`config.mk`:
```
export PLATFORM = sky130hd
export DESIGN_NAME = down_frame_sched
export DESIGN_NICKNAME = d
export VERILOG_FILES = /design/src/rtl/down_pkg.sv /design/src/rtl/pair_fifo.sv /design/src/rtl/down_frame_sched.sv
export SDC_FILE = /design/constraint.sdc
export NUM_CORES = 1
export LEC_CHECK = 0
export BUFFER_PORTS_ARGS = -buffer_cell sky130_fd_sc_hd__clkbuf_2
export CAP_MARGIN = 5
export CORE_MARGIN = 2
export CORE_UTILIZATION = 58
export CTS_CLUSTER_SIZE = 8
export DETAILED_ROUTE_END_ITERATION = 8
export GPL_TIMING_DRIVEN = 0
export PLACE_DENSITY_LB_ADDON = 0.05
export SETUP_SLACK_MARGIN = 0.2
export SLEW_MARGIN = 5
export SYNTH_ARGS = -nofsm -noshare
export SYNTH_HDL_FRONTEND = slang
export SYNTH_HIERARCHICAL = 1
export SYNTH_SLANG_ARGS = --single-unit
```
`constraint.sdc`:
```
create_clock -name pclk -period 3.5 [get_ports pclk]
set_input_delay 1.05 -clock pclk [delete_from_list [all_inputs] [get_ports pclk]]
set_output_delay 1.05 -clock pclk [all_outputs]
set_load 0.01 [all_outputs]
```
`src/rtl/down_pkg.sv`:
```
// rtl/down_pkg.sv - rate/state encodings and frame length shared by the down176 path
package down_pkg;

    typedef enum logic [1:0] {
        PCM441 = 2'b00,
        PCM882 = 2'b01,
        PCM176 = 2'b10,
        PCM352 = 2'b11
    } rate_t;

    typedef enum logic [1:0] {
        IDLE  = 2'd0,
        PRIME = 2'd1,
        RUN   = 2'd2
    } state_t;

    localparam int CNT_W = 10;
    localparam int FL_W  = 11;

    function automatic logic [FL_W-1:0] frame_len(input rate_t rate);
        case (rate)
            PCM352:  frame_len = 11'd128;
            PCM176:  frame_len = 11'd256;
            PCM882:  frame_len = 11'd512;
            default: frame_len = 11'd1024;
        endcase
    endfunction

endpackage

```
`src/rtl/pair_fifo.sv`:
```
// rtl/pair_fifo.sv - synchronous FIFO of stereo pairs with occupancy count
module pair_fifo #(
    parameter int W     = 64,
    parameter int DEPTH = 4
) (
    input  logic                     pclk,
    input  logic                     preset,
    input  logic                     push,
    input  logic                     pop,
    input  logic [W-1:0]             wdata,
    output logic [W-1:0]             rdata,
    output logic [$clog2(DEPTH):0]   count,
    output logic                     full,
    output logic                     empty
);
    localparam int AW = $clog2(DEPTH);
    localparam int CW = AW + 1;

    logic [W-1:0]  mem [DEPTH];
    logic [AW-1:0] wr_ptr;
    logic [AW-1:0] rd_ptr;
    logic          do_push;
    logic          do_pop;
    logic [CW-1:0] count_d;

    assign full    = (count == CW'(DEPTH));
    assign empty   = (count == '0);
    assign do_push = push && !full;
    assign do_pop  = pop && !empty;
    assign rdata   = mem[rd_ptr];

    always_comb begin
        count_d = count;
        if (do_push && !do_pop) begin
            count_d = count + CW'(1);
        end else if (!do_push && do_pop) begin
            count_d = count - CW'(1);
        end
    end

    // DEPTH is a power of two, so the pointers wrap naturally
    always_ff @(posedge pclk or posedge preset) begin
        if (preset) begin
            wr_ptr <= '0;
            rd_ptr <= '0;
            count  <= '0;
        end else begin
            if (do_push) wr_ptr <= wr_ptr + AW'(1);
            if (do_pop)  rd_ptr <= rd_ptr + AW'(1);
            count <= count_d;
        end
    end

    always_ff @(posedge pclk) begin
        if (do_push) mem[wr_ptr] <= wdata;
    end

endmodule

```
`src/rtl/down_frame_sched.sv`:
```
// rtl/down_frame_sched.sv - bit/word clock generator and per-frame pair scheduler for down176
module down_frame_sched
    import down_pkg::*;
#(
    parameter int DW    = 32,
    parameter int DEPTH = 4
) (
    input  logic                 pclk,
    input  logic                 preset,
    input  logic                 en,
    input  logic [1:0]           ctrl,
    input  logic                 in_valid,
    output logic                 in_ready,
    input  logic signed [DW-1:0] in_l,
    input  logic signed [DW-1:0] in_r,
    output logic                 obick,
    output logic                 olrck,
    output logic signed [DW-1:0] oldata,
    output logic signed [DW-1:0] ordata,
    output logic                 busy,
    output logic                 underrun,
    output logic                 rate_chg
);
    localparam int FCW = $clog2(DEPTH) + 1;

    state_t              state_q, state_d;
    rate_t               rate_q, rate_d;
    logic [CNT_W-1:0]    cnt_q, cnt_d;
    logic [FL_W-1:0]     fl;
    logic [CNT_W-1:0]    fl_m1;
    logic [CNT_W-1:0]    hl_m1;
    logic                bick_d, lrck_d, underrun_d, rate_chg_d;
    logic signed [DW-1:0] ldata_d, rdata_d;
    logic                pop_req;
    logic                rst_done;
    logic                fifo_push;
    logic [2*DW-1:0]     head;
    logic [FCW-1:0]      fifo_count;
    logic                fifo_full;
    logic                fifo_empty;

    assign in_ready  = rst_done && !fifo_full;
    assign fifo_push = in_valid && in_ready;

    pair_fifo #(.W(2*DW), .DEPTH(DEPTH)) u_fifo (
        .pclk  (pclk),
        .preset(preset),
        .push  (fifo_push),
        .pop   (pop_req),
        .wdata ({in_l, in_r}),
        .rdata (head),
        .count (fifo_count),
        .full  (fifo_full),
        .empty (fifo_empty)
    );

    assign fl    = frame_len(rate_q);
    assign fl_m1 = CNT_W'(fl - FL_W'(1));
    assign hl_m1 = CNT_W'((fl >> 1) - FL_W'(1));

    always_comb begin
        state_d    = state_q;
        rate_d     = rate_q;
        cnt_d      = cnt_q;
        bick_d     = obick;
        lrck_d     = olrck;
        ldata_d    = oldata;
        rdata_d    = ordata;
        underrun_d = 1'b0;
        rate_chg_d = 1'b0;
        pop_req    = 1'b0;

        case (state_q)
            IDLE: begin
                cnt_d   = '0;
                bick_d  = 1'b0;
                lrck_d  = 1'b0;
                ldata_d = '0;
                rdata_d = '0;
                rate_d  = rate_t'(ctrl);
                if (en) state_d = PRIME;
            end
            PRIME: begin
                if (!en) begin
                    state_d = IDLE;
                end else if (fifo_count >= FCW'(2)) begin
                    state_d = RUN;
                    cnt_d   = '0;
                    bick_d  = 1'b0;
                    lrck_d  = 1'b0;
                    pop_req = 1'b1;
                end
            end
            RUN: begin
                bick_d = !obick;
                if (cnt_q == fl_m1) begin
                    cnt_d  = '0;
                    lrck_d = 1'b0;
                    // a stop request only takes effect once the frame has completed
                    if (!en) begin
                        state_d = IDLE;
                        bick_d  = 1'b0;
                        ldata_d = '0;
                        rdata_d = '0;
                    end else begin
                        pop_req = 1'b1;
                        if (rate_t'(ctrl) != rate_q) begin
                            rate_d     = rate_t'(ctrl);
                            rate_chg_d = 1'b1;
                        end
                    end
                end else begin
                    cnt_d = cnt_q + CNT_W'(1);
                    if (cnt_q == hl_m1) lrck_d = 1'b1;
                end
            end
            default: state_d = IDLE;
        endcase

        if (pop_req) begin
            if (fifo_empty) begin
                ldata_d    = '0;
                rdata_d    = '0;
                underrun_d = 1'b1;
            end else begin
                ldata_d = head[2*DW-1:DW];
                rdata_d = head[DW-1:0];
            end
        end
    end

    always_ff @(posedge pclk or posedge preset) begin
        if (preset) begin
            state_q  <= IDLE;
            rate_q   <= PCM441;
            cnt_q    <= '0;
            obick    <= 1'b0;
            olrck    <= 1'b0;
            oldata   <= '0;
            ordata   <= '0;
            underrun <= 1'b0;
            rate_chg <= 1'b0;
            busy     <= 1'b0;
            rst_done <= 1'b0;
        end else begin
            state_q  <= state_d;
            rate_q   <= rate_d;
            cnt_q    <= cnt_d;
            obick    <= bick_d;
            olrck    <= lrck_d;
            oldata   <= ldata_d;
            ordata   <= rdata_d;
            underrun <= underrun_d;
            rate_chg <= rate_chg_d;
            busy     <= (state_d != IDLE);
            rst_done <= 1'b1;
        end
    end

endmodule

```
# == Word level (Yosys, flattened, before mapping) ==
# Memory sizes are Yosys's and may differ from the RTL's.
# Cells that the tools add are included.
# classes
n_addsub,7
magnitude_cmp,1
eq_ne,17
muxes,45
reduce_logical,22
# op_table
op,n
two-way mux 32 bit,6
one-hot mux 32 bit (2 select lines),1
one-hot mux 11 bit (3 select lines),1
two-way mux 10 bit,3
one-hot mux 10 bit (3 select lines),1
== test 10 bit,2
subtractor 10 x 1 -> 10 bit (second input constant),2
two-way mux 1 bit,18
two-way mux 2 bit,8
adder 10 x 1 -> 10 bit (second input constant),1
inequality test 2 bit (second input constant),5
AND reduction 4 bit,2
== test 2 bit (second input constant),3
logical AND 1 bit,6
two-way mux 3 bit,2
inequality test 3 x 2 -> 1 bit (second input constant),2
one-hot mux 1 bit (3 select lines),2
one-hot mux 2 bit (3 select lines),1
AND reduction 3 bit,2
nonzero test 2 bit,3
nonzero test 3 bit,2
zero test 1 bit,5
adder 2 x 1 -> 2 bit (second input constant),2
== test 2 x 1 -> 1 bit (second input constant),2
other kinds (10),10
# totals
reg_bits,91
ramBits,256
in_bits,70
elab_cells,107
n_memories,1
# mem_list
memory,depth,word_bits,rd,rd_ports_with_merged_regs,write_ports,line_no,source
u_fifo.mem,4,64,1,0,1,pair_fifo.sv:19,logic [W-1:0] mem [DEPTH];

# == Longest topological paths before layout ==
# logic_depth
depth_word,10
depth_mapped,13

# == Modules after synthesis ==
# Netlist, hierarchy kept.
# by_module_without_submodules
mod,n_inst,cells_per_inst,area_per_inst_um2,seq_area_each_um2
pair_fifo,1,370,9653.0,7862.5
down_frame_sched,1,276,3568.4,2102.0

# == Worst setup path before layout ==
# Ideal clock, no wire load.
# synth_timing
path_type,input -> register
start,in in_valid
end,"mem u_fifo.mem[0][0], enable pin"
arrival_ps,2935
path_slack_ps,136
stages,4
n_path_buf,1
cell_sequence,and2_1 > nor2b_1 > buf_2 > and2_1
# synth_via
elab_chain_len,4
# synth_rtl
element,line_no,source
from (decl),down_frame_sched.sv:12,"input logic in_valid,"
logical AND 1 bit,down_frame_sched.sv:43,assign fifo_push = in_valid && in_ready;
logical AND 1 bit,pair_fifo.sv:28,assign do_push = push && !full;
net u_fifo.do_push,pair_fifo.sv:22,logic do_push;
two-way mux 1 bit,pair_fifo.sv:55,if (do_push) mem[wr_ptr] <= wdata;
two-way mux 1 bit (not written as such),pair_fifo.sv:55,
to (decl),pair_fifo.sv:19,
# The timed path passes the listed nets, and every way through them passes these cells.

# == Final worst setup path ==
# layout_timing
start,reg rate_q[0]
end,reg u_fifo.count[1]
# layout_via
elab_chain_len,10
# layout_rtl
element,line_no,source
from (decl),down_frame_sched.sv:27,"rate_t rate_q, rate_d;"
from (signal assigned),down_frame_sched.sv:147,rate_q <= rate_d;
== test 2 x 1 -> 1 bit or == test 2 bit (tied branches),down_pkg.sv:21,case (rate)
one-hot mux 11 bit (3 select lines) *,down_pkg.sv:21,
subtractor 10 x 1 -> 10 bit *,down_frame_sched.sv:58,assign fl_m1 = CNT_W'(fl - FL_W'(1));
== test 10 bit *,down_frame_sched.sv:96,if (cnt_q == fl_m1) begin
two-way mux 1 bit *,down_frame_sched.sv:96,
one-hot mux 1 bit (2 select lines) *,down_frame_sched.sv:73,case (state_q)
net pop_req,down_frame_sched.sv:34,logic pop_req;
logical AND 1 bit *,pair_fifo.sv:29,assign do_pop = pop && !empty;
zero test 1 bit *,pair_fifo.sv:34,if (do_push && !do_pop) begin
logical AND 1 bit *,pair_fifo.sv:34,
two-way mux 3 bit *,pair_fifo.sv:34,
net u_fifo.count_d[1],pair_fifo.sv:24,logic [CW-1:0] count_d;
to (signal assigned),pair_fifo.sv:50,count <= count_d;
to (decl),pair_fifo.sv:12,"output logic [$clog2(DEPTH):0] count,"
# The timed path passes the listed nets; every way through them passes the cells marked *.
# A chain may end at the register's enable or synchronous reset.

==> results_dict.tcl <==
set metrics [dict create \
    status "finished, final reports clean" \
    die_x_um 155 \
    synth_seq_cells 347 \
    max_slew_margin 0.533 \
    holdBufCountCts 0 \
    grt_start_max_net_pins 52 \
    initial_core_util 0.588 \
    die_y_um 155 \
    drt_first_pass_iters 7 \
    grt_setup_unrepaired "no" \
    cts_tree "done" \
    place_hpwl_um 15400 \
    internal_power_mw 9.54 \
    cp_max_fo 10 \
    hold_class "input port to asynchronous set/reset pin" \
    antenna_found_initial 0 \
    fin_worst_skew_ps 16.3 \
    grtUsageTotal 0.221 \
    powerDensity_nw_per_um2 854 \
    grt_pass1_vias 7190 \
    cts-root-buf "clkbuf_16" \
    nFillCells 1421 \
    seq_area_frac_synth 0.754 \
    rr_endpoint "u_fifo/count[1]" \
    fin_setup_tns_ps 0 \
    period_needed_ps 3050 \
    fin_crit_sh 0.871 \
    h-tree-depth 2 \
    vias 6773 \
    ios 140 \
    ant_nets 0 \
    layout.nets 922 \
    drt-total-wl_um 25800 \
    rrSetupSlack_ps 450 \
    reg2reg_depth 11 \
    fin_area_um2 15800 \
    p_sw_mw 3.96 \
    ys_async_sr_fraction 0.262 \
    synthFlopType "edfxtp_1" \
    clock.fmax_mhz 328 \
    max-cap-violations 0 \
    vias_per_cell 5.81 \
    cp-end-kind "flop" \
    cellLeakagePower_nw 6.06 \
    crit_path_cell_trace "buf_6 > or4b_1 > o32a_2 > a22oi_2 > buf_2 > and2_1 > nand2b_1 > ha_1 > inv_1 > fa_1 > mux2_2" \
    final-hold-violation-count 0 \
    placedCellCount 1075 \
    synth_edf_count 256 \
    p_sw_frac 0.293 \
    wl_per_cell_um 22.1 \
    synth_nets 727 \
    cts_buffer_depth 3 \
    path_clk_slew_ps 50 \
    ys_types 49 \
    cts_setup_buffers 0 \
    num_rows 55 \
    drive_gt1_frac 0.351 \
    seqPwrFrac 0.406 \
    crit_arrival_ps 3460 \
    worst_ep_required_time_ps 3910 \
    setup_viol 0 \
    cp_slowest_stage_delay_ps 490 \
    p_comb_frac 0.278 \
    p_total_mw 13.5 \
    grt_first_pass_wirelength_um 40200 \
    cts.repair.resized 0 \
    worstReg2RegStart "rate_q[0]" \
    syn_to_final_growth_pct 19.6 \
    antenna_cells 0 \
    place_area_um2 14400 \
    syn_area_um2 13200 \
    port_buffers 139 \
    pwr-share-clk 0.316 \
    avgSynthCellArea_um2 20.5 \
    grt-ovfl-total 0 \
    core_area_um2 22500 \
    tightest_slew_ps 701 \
    finalNonFillerCells 1165 \
    clock_latency_ps 540 \
    cts_sinks 347 \
    initialDrtViolationCount 454 \
    cp_slowest_cell "or4b_1" \
    netlist_instances 646 \
    die_area_um2 24000 \
    cts_buffers 49 \
    fin_util 0.703 \
    ir_drop_mv 0.530 \
    drc 0 \
    finalMaxSlewViolations 0 \
    critPathLaunch "rate_q[0]" \
    critPathLaunchType "flop" \
    gp_congestion 0.781 \
    worstSetupPathType "flop to flop" \
    ys_warn_count 6 \
]
-- critical path, delay by kind of cell (launching register included) --
family / cells / cell delay, ps
multiplexers: 1 / 260
flip-flops: 1 / 370
buffers and inverters: 3 / 460
adder cells (fa/ha/maj): 2 / 630
AND/OR/NAND/NOR: 3 / 770
AO/OA/AOI/OAI: 2 / 440
-- synthesized netlist by cell type (2+ instances only) --
cell type,instances,area [um^2]
nand3_1,3,15.0
xnor2_1,10,87.6
o41ai_1,2,17.5
mux4_2,64,1440
inv_1,11,41.3
nand2b_1,3,18.8
o31ai_1,3,22.5
a22o_1,64,561
a31oi_1,4,25.0
ha_1,10,125
nand2_1,9,33.8
a21o_1,5,37.5
dfrtp_1,91,2280
xor2_1,2,17.5
nor3_1,4,20.0
or3_1,2,12.5
nor4_1,2,12.5
or2_2,3,18.8
buf_6,18,203
buf_4,3,22.5
clkbuf_1,3,11.3
o21ai_0,10,50.1
a21oi_1,10,50.1
and3_1,5,31.3
nor2_1,7,26.3
edfxtp_1,256,7690
mux2_2,4,45.0
buf_2,9,45.0
nor2b_1,3,18.8
and2_1,7,43.8
-- registers in the layout, summed over array words and instances, names as in the netlist --
register,count
u_fifo/mem,256
oldata,32
ordata,32
cnt_q,10
u_fifo/count,3
rate_q,2
state_q,2
u_fifo/rd_ptr,2
u_fifo/wr_ptr,2
busy,1
obick,1
olrck,1
rate_chg,1
rst_done,1
underrun,1
-- per-stage QoR --
stage / setup slack, ps / hold WS (ps)
2_1_floorplan: 285 / 475
3_3_place_gp: -1280 / 487
3_5_place_dp: 403 / 491
4_1_cts: 430 / 486
5_1_grt: 306 / 516
6_report: 451 / 494
-- logic make-up (layout without fill, tap and decap cells) --
kind of cell | after synthesis | after routing | synth area share
AO/OA/AOI/OAI | 107 | 107 | 0.0656
XOR/XNOR | 12 | 12 | 0.00795
adder cells (fa/ha/maj) | 11 | 11 | 0.0110
buffers and inverters | 44 | 278 | 0.0244
flip-flops | 347 | 347 | 0.754
multiplexers | 68 | 68 | 0.112
other | 1 | 1 | 0.000284
AND/OR/NAND/NOR | 56 | 56 | 0.0247
-- cell usage in the layout, fill, tap and decap left out, types with 5 or more instances in the layout --
cell type / count
xnor2_1: 10
edfxtp_1: 256
nand2_1: 9
clkbuf_16: 49
a21o_1: 5
ha_1: 10
mux4_2: 64
o21ai_0: 10
buf_2: 9
a22o_1: 64
clkbuf_2: 139
a21oi_1: 10
buf_6: 18
inv_1: 10
dfrtp_1: 91
and3_1: 5
clkbuf_1: 41
nor2_1: 7
-- per-layer routing --
metal / global-route usage / part of all wire / up-vias
met3: 0.0443 / 0.056 / 34
li1: - / - / 3037
met4: 0.0573 / 0.016 / 0
met1: 0.313 / 0.43 / 3499
met5: 0 / 0 / -
met2: 0.360 / 0.50 / 203
-- cell type report --
class                           instances  area (um^2)  share of cell area
Timing Repair Buffer                  144          803              0.0508
Inverter                               11         43.8             0.00277
Sequential cell                       347         9960               0.630
Multi-Input combinational cell        255         2940               0.186
Buffer                                 33          282              0.0178
Clock buffer                           87         1370              0.0865
Clock inverter                          3         53.8             0.00340
Tap cell                              285          357              0.0225
-- worst max path at each step --
| stage | end | slack, ps | cells after the start |
|---|---|---|---|
| 2_1_floorplan | busy | 280 | 1 |
| 4_1_cts | u_fifo/count[1] | 430 | 11 |
| 3_5_place_dp | u_fifo/count[1] | 400 | 10 |
| 3_3_place_gp | oldata[29] | -1280 | 2 |
| 6_report | u_fifo/count[1] | 450 | 11 |
| 5_1_grt | u_fifo/count[1] | 310 | 11 |
-- power groups by stage --
| stage | clock, mW | combinational, mW | sequential, mW |
|---|---|---|---|
| final | 4.26 | 3.76 | 5.48 |
| after global routing | 4.53 | 4.08 | 5.54 |
| after CTS | 4.34 | 3.83 | 5.48 |
| after detailed placement | 0 | 3.81 | 5.54 |
| after global placement | 0 | 3.67 | 5.53 |
| after floorplan | 0 | 2.53 | 5.60 |
(Power assumes the default switching activity.)
